`config.mk`:
```
export PLATFORM = sky130hd
export DESIGN_NAME = pipe_stage_skid
export DESIGN_NICKNAME = d
export VERILOG_FILES = /design/src/rtl/pipe_stage_skid.sv
export SDC_FILE = /design/constraint.sdc
export NUM_CORES = 1
export LEC_CHECK = 0
export BUFFER_PORTS_ARGS = -buffer_cell sky130_fd_sc_hd__buf_2
export CORE_UTILIZATION = 31
export CTS_CLUSTER_DIAMETER = 100
export CTS_CLUSTER_SIZE = 28
export DETAILED_ROUTE_END_ITERATION = 6
export REMOVE_ABC_BUFFERS = 1
export SLEW_MARGIN = 20
export SYNTH_ARGS = -nofsm -noshare
export SYNTH_HDL_FRONTEND = slang
export SYNTH_SLANG_ARGS = --single-unit
export TNS_END_PERCENT = 5
```
`constraint.sdc`:
```
create_clock -name clk -period 1.7 [get_ports clk]
set_input_delay 0.17 -clock clk [delete_from_list [all_inputs] [get_ports clk]]
set_output_delay 0.17 -clock clk [all_outputs]
set_load 0.05 [all_outputs]
```
`src/rtl/pipe_stage_skid.sv`:
```
// rtl/pipe_stage_skid.sv - valid/ready pipeline register with 2-entry skid buffer
// PIPE_STATS_EN adds saturating stall_cnt/flush_cnt statistics ports.
module pipe_stage_skid #(
    parameter int CTRL_W = 8,
    parameter int DATA_W = 77,
    parameter int CNT_W  = 16
) (
    input  logic              clk,
    input  logic              rst,
    input  logic              flush,
    input  logic              in_valid,
    output logic              in_ready,
    input  logic [CTRL_W-1:0] in_ctrl,
    input  logic [DATA_W-1:0] in_data,
    output logic              out_valid,
    input  logic              out_ready,
    output logic [CTRL_W-1:0] out_ctrl,
    output logic [DATA_W-1:0] out_data
`ifdef PIPE_STATS_EN
    ,
    output logic [CNT_W-1:0]  stall_cnt,
    output logic [CNT_W-1:0]  flush_cnt
`endif
);

    logic              m_valid, s_valid;
    logic [CTRL_W-1:0] m_ctrl, s_ctrl;
    logic [DATA_W-1:0] m_data, s_data;
    logic              accept, deliver;

    // in_ready comes straight from the skid flop, so out_ready never reaches it combinationally
    assign in_ready  = ~s_valid;
    assign accept    = in_valid & ~s_valid;
    assign deliver   = m_valid & out_ready;
    assign out_valid = m_valid;
    assign out_ctrl  = m_ctrl;
    assign out_data  = m_data;

    always_ff @(posedge clk) begin
        if (rst || flush) begin
            m_valid <= 1'b0;
            m_ctrl  <= '0;
            m_data  <= '0;
            s_valid <= 1'b0;
            s_ctrl  <= '0;
            s_data  <= '0;
        end else if (!m_valid || deliver) begin
            // M is free this cycle: refill from skid first to keep FIFO order
            if (s_valid) begin
                m_valid <= 1'b1;
                m_ctrl  <= s_ctrl;
                m_data  <= s_data;
                s_valid <= 1'b0;
                s_ctrl  <= '0;
                s_data  <= '0;
            end else if (accept) begin
                m_valid <= 1'b1;
                m_ctrl  <= in_ctrl;
                m_data  <= in_data;
            end else begin
                m_valid <= 1'b0;
                m_ctrl  <= '0;
                m_data  <= '0;
            end
        end else if (accept) begin
            s_valid <= 1'b1;
            s_ctrl  <= in_ctrl;
            s_data  <= in_data;
        end
    end

`ifdef PIPE_STATS_EN
    localparam logic [CNT_W-1:0] CNT_MAX = '1;

    always_ff @(posedge clk) begin
        if (rst) begin
            stall_cnt <= '0;
            flush_cnt <= '0;
        end else begin
            if (m_valid && !out_ready && stall_cnt != CNT_MAX) begin
                stall_cnt <= stall_cnt + 1'b1;
            end
            if (flush && (m_valid || s_valid) && flush_cnt != CNT_MAX) begin
                flush_cnt <= flush_cnt + 1'b1;
            end
        end
    end
`endif

endmodule

```
==> impl_metrics.toml <==
[clock_network]
cts-root-buf = "clkbuf_16"
clkSinkCount = 172
cts-buffers-inserted = 17
clk_pin_slew_ns = 0.07
clk_latency_ns = 0.42
clockBufferDepth = 2
cts_tree = "yes"
ctsHtreeMaxLevel = 4

[timing]
whs_ns = 0.0517
max_slew_margin = 0.673
fmax_mhz = 616
rsz0062_at_grt = "false"
slew_viol_final = 0
clock_skew_ns = 0.0106
hold_viol = 0
final.setup.worst_slack_ns = 0.0765
fin_crit_ns = 1.62
worst_pin_slew_ns = 0.491
final-setup-viol-count = 0
fin_crit_sh = 0.955

[global_route]
groute.layer.met1.usage = 0.216
grt_use_total = 0.170
grt_busiest_layer = "met2"
grt_overflow_total = 0
antenna_found_initial = 0
grt_use_met2 = 0.284
grt_pass1_vias = 5310
grtUsageMet3 = 0.0333
grt_max_degree = 88
grt_pass1_wl_um = 27100

[drt]
drtIter0Drc = 337
drt-total-wl_um = 17100
drc = 0
vias = 5608
vias_per_cell = 5.14
ant_nets = 0
firstDrtPassIters = 5
wl_per_cell_um = 15.7

[power]
p_leak_nw = 3.59
total_power_mw = 9.37
peakVddDrop_mv = 0.655
p_per_area_mw_per_mm2 = 1080

[setup_path]
crit_required_ns = 1.53
crit_family = "buffers and inverters"
worstPathArrival_ns = 1.45
path_depth = 3
cp_slowest_stage_delay_ns = 0.40
critPathKind = "register to output port"
r2r_start = "s_valid"
crit_path_start_kind = "register"
crit_chain = "buf_6 -> inv_1 -> buf_2"
cp-end-kind = "output port"
crit_buf_inv = 3
crit_fanout = 42
ff2ff_setup_slack_ns = 0.21
slowest_stage = "dfxtp_4"
ff2ff_path_depth = 4
critPathLaunch = "s_valid"
crit_end = "in_ready"
r2r-end = "s_data[8]"

[place]
pre_cts_ws_ns = 0.238
place_congestion = 0.744
dp.cells = 973
dp_hpwl_um = 9520
port_buffers = 176

[die]
initial_core_util = 0.321
die-area_sq_mm = 0.0202
ioPinCount = 177
rows = 50
core_region_area_sq_mm = 0.0190
die_h_um = 142
die_width_um = 142

[synthesis]
synth_ff_type = "dfxtp_1"
yosysTopAreaCell = "dfxtp_1"
ys_types = 19
synth_edf_count = 0
syn_avg_cell_area_sq_um = 10.3
synth_top_area_share = 0.566
synth_warnings = 0
post_synth_inst_count = 589
synth_seq_area_share = 0.566
synth_common_cells = "dfxtp_1 (172), nor2_1 (87), a221oi_1 (85), a22o_1 (85), o21ai_0 (85)"
synth_area_leaders = "dfxtp_1 (57%), a221oi_1 (12%), a22o_1 (12%)"
netlist_area_sq_mm = 0.00609
yosysMostFrequentCell = "dfxtp_1"
async_flop_share = 0
synth_seq_cells = 172

[final_layout]
drive_above_1_share = 0.272
fin_cells = 1090
layout.nets = 907
diodes = 0
syn_to_final_growth_pct = 43.0

[status]
status = "completed"

[flow_run]
maxCapViolCount = 0

[hold_path]
hp-class = "input port to register"
## tightest hold or removal path: stages
cell and delay (ns):
buf_2 0.11, nor2_4 0.05, o21ai_0 0.07, nor2_1 0.04
## area by class of cell
type / instances / area, sq um
clock buffers: 25 / 527
clock inverters: 7 / 124
fillers: 1809 / 10300
inverters: 1 / 3.75
multi-input cells: 351 / 2340
flip-flops and latches: 172 / 3450
well taps: 260 / 325
repair buffers: 274 / 1930
## state kept, by name, summed over array words and instances (netlist names)
| signal | flops |
|---|---|
| out_ctrl | 8 |
| out_data | 77 |
| out_valid | 1 |
| s_ctrl | 8 |
| s_data | 77 |
| s_valid | 1 |
## report_power, final
group	internal (mW)	total (mW)	switching [mW]
registers	4.11	4.15	0.0401
clock network	2.61	4.22	1.61
logic	0.395	1.00	0.605
## per-layer routing
| metal | vias up | wire [um] |
|---|---|---|
| met1 | 2697 | 7800 |
| met3 | 20 | 819 |
| met5 | - | 0 |
| met2 | 186 | 8230 |
| met4 | 0 | 294 |
| li1 | 2705 | - |
## kinds of logic (layout without fill, tap and decap cells)
| kind of cell | count (synthesis) | after routing | share of synthesized area |
|---|---|---|---|
| AO/OA/AOI/OAI | 257 | 257 | 0.317 |
| flip-flops | 172 | 172 | 0.566 |
| AND/OR/NAND/NOR | 94 | 94 | 0.0617 |
| buffers and inverters | 66 | 307 | 0.0553 |
## cells in the final DEF (no fill, tap or decap), drive strengths merged
master / Yosys / routed
dlygate4sd3: 0 / 85
buf: 32 / 189
nor2b: 2 / 2
a211oi: 1 / 1
clkbuf: 33 / 25
clkinvlp: 0 / 1
clkinv: 0 / 2
a21oi: 1 / 1
o21ai: 85 / 85
a221oi: 85 / 85
and4bb: 1 / 1
bufinv: 0 / 3
and2: 1 / 1
or2: 1 / 1
inv: 1 / 2
a22o: 85 / 85
nor3: 1 / 1
dfxtp: 172 / 172
nor2: 87 / 87
nand2b: 1 / 1
## worst min path at each step
| stage | from | to | slack (ns) | depth (start not counted) |
|---|---|---|---|---|
| 2_1_floorplan | in_ctrl[0] | s_ctrl[0] | 0.30 | 1 |
| 3_3_place_gp | in_data[61] | s_data[61] | 0.39 | 2 |
| 3_5_place_dp | in_data[43] | s_data[43] | 0.40 | 2 |
| 4_1_cts | rst | out_data[63] | 0.03 | 4 |
| 5_1_grt | flush | out_data[56] | 0.06 | 4 |
| 6_report | rst | out_data[63] | 0.05 | 4 |
## metrics by stage
| stage | utilization | TNS [ns] | cell area (sq um) |
|---|---|---|---|
| final | 0.459 | 0 | 8700 |
| after global routing | 0.459 | 0 | 8700 |
| after global placement | 0.380 | 0 | 7200 |
| after CTS | 0.459 | 0 | 8700 |
| after detailed placement | 0.380 | 0 | 7200 |
| after floorplan | - | -525.62 | 5750 |
## what timing repair did
item | in CTS | in global routing
resized for setup | 1 | 0
hold buffers | 85 | 0
buffers inserted | 0 | 0
setup endpoints to repair | 1 | 0
hold endpoints to repair | 85 | 0
No activity file was read; power rests on OpenSTA's default activity.
